File: config.mk
export PLATFORM = sky130hd
export DESIGN_NAME = b03_req_agent
export DESIGN_NICKNAME = d
export VERILOG_FILES = /design/src/rtl/b03_req_agent.sv
export SDC_FILE = /design/constraint.sdc
export NUM_CORES = 1
export LEC_CHECK = 0
export BUFFER_PORTS_ARGS = -buffer_cell sky130_fd_sc_hd__buf_2
export CAP_MARGIN = 10
export CORE_AREA = 4 4 140 109
export DETAILED_ROUTE_END_ITERATION = 7
export DIE_AREA = 0 0 144 113
export GPL_ROUTABILITY_DRIVEN = 0
export HOLD_SLACK_MARGIN = 0.15
export PLACE_DENSITY = 0.77
export SETUP_SLACK_MARGIN = 0.05
export SLEW_MARGIN = 30
export SYNTH_ARGS = -nofsm -noshare
export SYNTH_HDL_FRONTEND = slang
export SYNTH_SLANG_ARGS = --single-unit
File: constraint.sdc
create_clock -name clk -period 7 [get_ports clk]
set_input_delay 0.7 -clock clk [delete_from_list [all_inputs] [get_ports clk]]
set_output_delay 0.7 -clock clk [all_outputs]
set_load 0.02 [all_outputs]
File: src/rtl/b03_req_agent.sv
// Requester-side agent for a 4-way round-robin arbiter: queues jobs per channel, requests,
// holds the resource for HOLD_CYCLES, then releases with a one-cycle gap. Optional protocol checker: B03_REQ_PROTO_CHECK_EN.
module b03_req_agent #(
  parameter int unsigned HOLD_CYCLES = 4,
  parameter int unsigned TIMEOUT     = 64,
  parameter int unsigned JOB_W       = 4
) (
  input  logic       clk,
  input  logic       reset,
  input  logic [3:0] job_valid_i,
  input  logic [3:0] grant_i,
  output logic [3:0] request_o,
  output logic [3:0] busy_o,
  output logic [3:0] done_o,
  output logic [3:0] timeout_o,
  output logic [3:0] ovf_o,
  output logic [7:0] jobs_done_o
`ifdef B03_REQ_PROTO_CHECK_EN
  ,
  output logic       proto_err_o
`endif
);

  // Request/grant handshake: request_o[i] stays high from REQ through USE; the arbiter's
  // one-hot grant_i[i] is honoured only in REQ (to start) and USE (to continue). Dropping
  // request_o[i] for one GAP cycle is the release.
  typedef enum logic [1:0] {ST_IDLE, ST_REQ, ST_USE, ST_GAP} state_e;

  localparam logic [JOB_W-1:0] PEND_MAX  = '1;
  localparam logic [15:0]      WAIT_LIM  = 16'(TIMEOUT);
  localparam logic [7:0]       HOLD_LOAD = 8'(HOLD_CYCLES - 1);

  state_e           state_q [4];
  state_e           state_d [4];
  logic [JOB_W-1:0] pend_q  [4];
  logic [JOB_W-1:0] pend_d  [4];
  logic [15:0]      wait_q  [4];
  logic [15:0]      wait_d  [4];
  logic [7:0]       hold_q  [4];
  logic [7:0]       hold_d  [4];
  logic [3:0]       req_q, req_d, busy_q, busy_d, done_q, done_d;
  logic [3:0]       tmo_q, tmo_d, ovf_q, ovf_d;
  logic [7:0]       jobs_q, jobs_d;

  always_comb begin
    jobs_d = jobs_q;
    req_d  = '0;
    busy_d = '0;
    done_d = '0;
    tmo_d  = tmo_q;
    ovf_d  = ovf_q;
    for (int i = 0; i < 4; i++) begin
      state_d[i] = state_q[i];
      pend_d[i]  = pend_q[i];
      wait_d[i]  = '0;
      hold_d[i]  = hold_q[i];
      case (state_q[i])
        ST_IDLE: if (pend_q[i] != '0) state_d[i] = ST_REQ;
        ST_REQ: begin
          if (grant_i[i]) begin
            state_d[i] = ST_USE;
            hold_d[i]  = HOLD_LOAD;
          end else begin
            // Saturate so a very long wait cannot wrap back below the limit.
            wait_d[i] = (wait_q[i] == WAIT_LIM) ? wait_q[i] : wait_q[i] + 16'd1;
            if (wait_d[i] >= WAIT_LIM) tmo_d[i] = 1'b1;
          end
        end
        ST_USE: begin
          if (hold_q[i] == 8'd0) begin
            state_d[i] = ST_GAP;
            done_d[i]  = 1'b1;
          end else if (!grant_i[i]) begin
            state_d[i] = ST_GAP;
          end else begin
            hold_d[i] = hold_q[i] - 8'd1;
          end
        end
        ST_GAP:  state_d[i] = (pend_q[i] != '0) ? ST_REQ : ST_IDLE;
        default: state_d[i] = ST_IDLE;
      endcase
      // An enqueue coinciding with a completion leaves the count untouched.
      if (job_valid_i[i] && !done_d[i]) begin
        if (pend_q[i] == PEND_MAX) ovf_d[i] = 1'b1;
        else                       pend_d[i] = pend_q[i] + 1'b1;
      end else if (!job_valid_i[i] && done_d[i]) begin
        pend_d[i] = pend_q[i] - 1'b1;
      end
      req_d[i]  = (state_d[i] == ST_REQ) || (state_d[i] == ST_USE);
      busy_d[i] = (state_d[i] == ST_USE);
      jobs_d    = jobs_d + {7'd0, done_d[i]};
    end
  end

  always_ff @(posedge clk or posedge reset) begin
    if (reset) begin
      for (int i = 0; i < 4; i++) begin
        state_q[i] <= ST_IDLE;
        pend_q[i]  <= '0;
        wait_q[i]  <= '0;
        hold_q[i]  <= '0;
      end
      req_q  <= '0;
      busy_q <= '0;
      done_q <= '0;
      tmo_q  <= '0;
      ovf_q  <= '0;
      jobs_q <= '0;
    end else begin
      for (int i = 0; i < 4; i++) begin
        state_q[i] <= state_d[i];
        pend_q[i]  <= pend_d[i];
        wait_q[i]  <= wait_d[i];
        hold_q[i]  <= hold_d[i];
      end
      req_q  <= req_d;
      busy_q <= busy_d;
      done_q <= done_d;
      tmo_q  <= tmo_d;
      ovf_q  <= ovf_d;
      jobs_q <= jobs_d;
    end
  end

  assign request_o   = req_q;
  assign busy_o      = busy_q;
  assign done_o      = done_q;
  assign timeout_o   = tmo_q;
  assign ovf_o       = ovf_q;
  assign jobs_done_o = jobs_q;

`ifdef B03_REQ_PROTO_CHECK_EN
  logic       proto_q, proto_d;
  logic [3:0] gap_prev_q;

  // A grant is tolerated during GAP and the cycle after it, while the arbiter catches up.
  always_comb begin
    proto_d = proto_q;
    if ((grant_i & (grant_i - 4'd1)) != 4'd0) proto_d = 1'b1;
    for (int i = 0; i < 4; i++) begin
      if (grant_i[i] && !req_q[i] && (state_q[i] != ST_GAP) && !gap_prev_q[i]) proto_d = 1'b1;
    end
  end

  always_ff @(posedge clk or posedge reset) begin
    if (reset) begin
      proto_q    <= 1'b0;
      gap_prev_q <= '0;
    end else begin
      proto_q <= proto_d;
      for (int i = 0; i < 4; i++) gap_prev_q[i] <= (state_q[i] == ST_GAP);
    end
  end

  assign proto_err_o = proto_q;
`endif

endmodule

# Word level (Yosys, flattened, before mapping)
# Index checks and enable logic that the tools add are counted.
# classes
n_addsub,20
n_mul,0
n_div,0
order_cmp,4
eq_ne,44
shift,0
n_mux,72
n_bitwise,4
n_reduce_logical,56
# ops
operator,n
16-bit 2-to-1 mux,12
8-bit 2-to-1 mux,12
16-bit by 1-bit adder with 16-bit output (second input constant),4
16-bit by 7-bit equality test with 1-bit output (second input constant),4
16-bit by 7-bit greater-or-equal comparator with 1-bit output (second input constant),4
8-bit one-hot mux with 2 select lines,4
4-bit 2-to-1 mux,12
8-bit by 1-bit adder with 8-bit output,4
8-bit zero test,4
2-bit 2-to-1 mux,16
2-bit != test (second input constant),16
2-bit one-hot mux with 4 select lines,4
8-bit by 1-bit subtractor with 8-bit output (second input constant),4
2-bit equality test (second input constant),12
4-bit by 1-bit adder with 4-bit output (second input constant),4
2-bit by 1-bit equality test with 1-bit output (second input constant),8
4-bit equality test (second input constant),4
2-bit AND reduction,8
4-bit AND reduction,4
2-bit nonzero test,8
4-bit nonzero test,4
4-bit by 1-bit subtractor with 4-bit output (second input constant),4
1-bit 2-to-1 mux,12
3-bit AND reduction,4
5 further kinds,28
# word_totals
reg_bits,148
latch_bits,0
ram_bits,0
romBits,0
elab_cells,228
mem_count,0

# Depth between registers and ports, before layout
# logic_depth
ltp_word,7
depth_mapped,13
mapped_depth_nobuf,12

# Worst setup path after synthesis
# Ideal clock, no wire load.
# synth_path
path_kind,reg-to-reg
from,reg hold_q[10] (netlist bit)
to,"reg jobs_q[4], in the netlist jobs_done_o[4]"
setup_ns,0.130
arrival_ns,2.967
required_ns,6.870
setup_slack_ns,3.903
path_stages_with_launch,12
n_path_buf,1
period_less_slack_ns,3.097
path_cell_list,dfrtp_1 -> or4_4 -> or4_4 -> buf_6 -> inv_1 -> fa_1 -> inv_1 -> fa_1 -> fa_1 -> nor2b_1 -> nand2_1 -> xnor2_1
# synth_between
elab_chain_len,5
# synth_lines
element,line,rtl
from (decl),39,logic [7:0] hold_q [4];
"from (signal, indexed assignment)",114,hold_q[i] <= hold_d[i];
8-bit zero test,70,if (hold_q[i] == 8'd0) begin
1-bit 2-to-1 mux,70,
1-bit 2-to-1 mux,57,case (state_q[i])
net done_d[2],41,"logic [3:0] req_q, req_d, busy_q, busy_d, done_q, done_d;"
8-bit by 1-bit adder with 8-bit output (2 in series),91,"jobs_d = jobs_d + {7'd0, done_d[i]};"
net jobs_d[4],43,"logic [7:0] jobs_q, jobs_d;"
to (signal assigned),121,jobs_q <= jobs_d;
to (decl),43,
# The timed path passes the listed nets, and every way through them passes these cells.
# A chain may end at the register's enable or synchronous reset.

# Final worst setup path
# Same ends and word-level chain as after synthesis.

==> results.md <==
* Worst Slack Setup Final at 3.788 ns
* N_diodes at 0
* Startpoint types: register
* DRT Wirelength at about 16 mm
* Critical Path Sink Type: register
* DP HPWL at 10.53 mm
* Data arrival time of the worst path at 3.51 ns
* # resized after CTS at 0
* Tmin final at roughly 3.2 ns
* Fmax at between 300 and 400 MHz
* Period Utilization, post-route at 45.88%
* Max-slew headroom at 43.08%
* First-pass GRT wire length at 27.39 mm
* Synth area leader: dfrtp_1
* RSZ-0062 raised after global routing: false
* Vias/cell at around 5.6
* Die Area at 16270 um2
* Total power per unit cell area at 331.1 nW/um2
* Share of cells above drive strength 1 at 10.42%
* 1st-pass router iterations at 5
* H-tree Lvls at 4
* Final setup fails at 0
* Register share of total power at around two fifths
* Comb power frac at 24.9%
* P_leak at 4.053 nW
* Cells after DPL at between 1000 and 1500
* Most frequent cell after synthesis: dfrtp_1
* P_int at 2.048 mW
* Hold Vio Cnt, Final at 0
* Syn Nets at around 900
* Clock sink total at about 150
* Via count at 5938
* Asr flop ratio synth at 100.0%
* Max cap viols at 0
* WL per Instance at 14.61 um
* Sequential area share after synthesis at ~45%
* Clk pwr share at 35.4%
* Vias in the first global route at 5728
* Max Slew Vio Count at 0
* Row cnt at 38
* CTS root buffer: clkbuf_16
* Core area at around 14000 um2
* Layout Utilization at 65.03%
* Max IR drop VDD at 0.1903 mV
* Longest Clk Path Bufs at 2
* Worst Setup Path Type: reg -> reg
* Cells after Synth at 852
* #FFs+latches synth at 148
* Sw frac at 32.19%
* CTS Hold Bufs at 0
* Psw at 0.9723 mW
* CTS clock-pin slew for the worst setup and hold paths at around 0.06 ns
* Skew-Pair Late Insertion Delay at 0.42 ns
* I/O Pins at 38
* Die width at 144 um
* Netlist cell types at 54
* Largest net degree at the start of global routing at 83
* Ys Warns at 0
* DRC at 0
* Main area contributors after synthesis: dfrtp_1 (45%), xnor2_1 (7.9%), nor2_1 (5.6%), ha_1 (4.3%), xor2_1 (3.9%)
* CTS tree: built
* Layout Cells excl Fill at 1063
* Setup_tns at 0 ns
* Class of the most critical hold timing path: in -> async
* Post-CTS Setup Bufs at 0
* CP max FO at 5
* Outcome: finished, final reports clean
* Post-synth EDFFs at 0
* Avg Cell Area, Syn at between 9 and 10 um2
* GRT Total Usage at 20.73%
* Antenna Nets Post-Route at 0
* Initial antenna violation count at 0
* Post-synth top area share at 45.36%
* Slew @ Worst Pin at 0.8481 ns
* Layout area overhead at 11.71%
* Critical Path RT at between 7 and 8 ns
* DIE HEIGHT at 113 um
* Initial drt markers at 348
* Total gr overflow at 0
* Pre-CTS setup slack at 3.794 ns
* Synth Flop Type: dfrtp_1
* Fin nets at 915
* Mapped cell area at 8165 um2
* Starting density of the core at about three fifths
* CTS Buf Count at 17
* Setup Skew at between 0.006 and 0.007 ns
* Synth cell count leaders: dfrtp_1 (148), nor2_1 (121), xnor2_1 (74), nand2_1 (52), inv_1 (43)
* IO buf count at 37
==> cell usage in the layout, fill, tap and decap left out, types with 4 or more instances in the layout <==
cell type,count
nor2_1,121
a31o_2,5
o22a_1,9
nand2_1,52
or3_1,8
nand3_1,30
a21oi_1,32
ha_1,28
fa_1,7
nor2b_1,7
and2_1,12
o21bai_1,4
mux2i_1,8
xor2_1,36
and3_1,17
nor4_1,16
xnor2_1,74
nand2b_1,13
o31ai_1,5
o21ai_0,15
nor3_1,25
inv_1,42
mux2_2,5
dfrtp_1,148
or4_1,4
clkbuf_16,17
nand3b_1,6
nor4b_1,9
nand4_1,24
bufinv_16,7
buf_2,37
or2_2,5
a21o_1,9
==> power groups by stage <==
stage	Sequential [mW]	Clock, mW	Combinational (mW)
after floorplan	1.19	0	0.591
after global placement	1.20	0	0.721
after detailed placement	1.21	0	0.747
after CTS	1.20	1.08	0.760
after global routing	1.23	1.13	0.857
final	1.20	1.07	0.751
==> worst max-delay path, stage by stage, from the launching register on <==
cell	delay, ns
dfrtp_1	0.42
or4_4	0.59
or4_4	0.56
inv_1	0.12
fa_1	0.17
inv_1	0.06
fa_1	0.39
fa_1	0.41
nor2b_1	0.16
nand2_1	0.08
xnor2_1	0.13
==> per-stage QoR <==
step | power, mW | hold WS, ns | area, um2
global route | 3.218 | 0.4169 | 9121
CTS | 3.043 | 0.3856 | 9115
floorplan | 1.781 | 0.4639 | 8165
detailed placement | 1.955 | 0.4621 | 8418
finish | 3.020 | 0.3619 | 9121
global placement | 1.926 | 0.4598 | 8414
==> layer usage <==
metal | up-vias | part of all wire, % | GRT usage [%]
met1 | 2848 | 50 | 30.23
li1 | 2950 | - | -
met4 | 0 | 0.84 | 4.454
met5 | - | 0 | 0
met3 | 16 | 5.7 | 7.351
met2 | 124 | 44 | 30.10
==> cells by family after synthesis <==
| logic type | Yosys count | share of synthesized area, % |
|---|---|---|
| buffers and inverters | 82 | 4.107 |
| adder cells (fa/ha/maj) | 35 | 6.007 |
| XOR/XNOR | 110 | 11.80 |
| AO/OA/AOI/OAI | 99 | 8.030 |
| multiplexers | 15 | 2.130 |
| flip-flops | 148 | 45.36 |
| AND/OR/NAND/NOR | 363 | 22.57 |
==> registers in the layout, indices dropped and copies added (netlist names) <==
signal	cells
wait_q	64
hold_q	32
pend_q	16
jobs_done_o	8
state_q	8
busy_o	4
done_o	4
ovf_o	4
request_o	4
timeout_o	4
==> path summary, 6_finish.rpt <==
path,startpoint,slack [ns],to,depth (start not counted)
max,hold_q[10],3.79,jobs_done_o[4],10
min,reset,0.36,request_o[0],2
max reg2reg,hold_q[10],3.79,jobs_done_o[4],10
min reg2reg,ovf_o[1],0.48,ovf_o[1],1
max in group asynchronous,reset,5.54,wait_q[27],3
min in group clk,ovf_o[1],0.48,ovf_o[1],1
==> final cells by class <==
type | instances | area, um2
inverter | 43 | 166.4
tap | 180 | 225.2
timing repair buffer | 38 | 196.4
fill | 1085 | 4905
multi-input combinational | 622 | 4133
sequential | 148 | 3704
clock inverter | 13 | 254.0
clock buffer | 19 | 442.9
No activity file was read; power rests on OpenSTA's default activity.
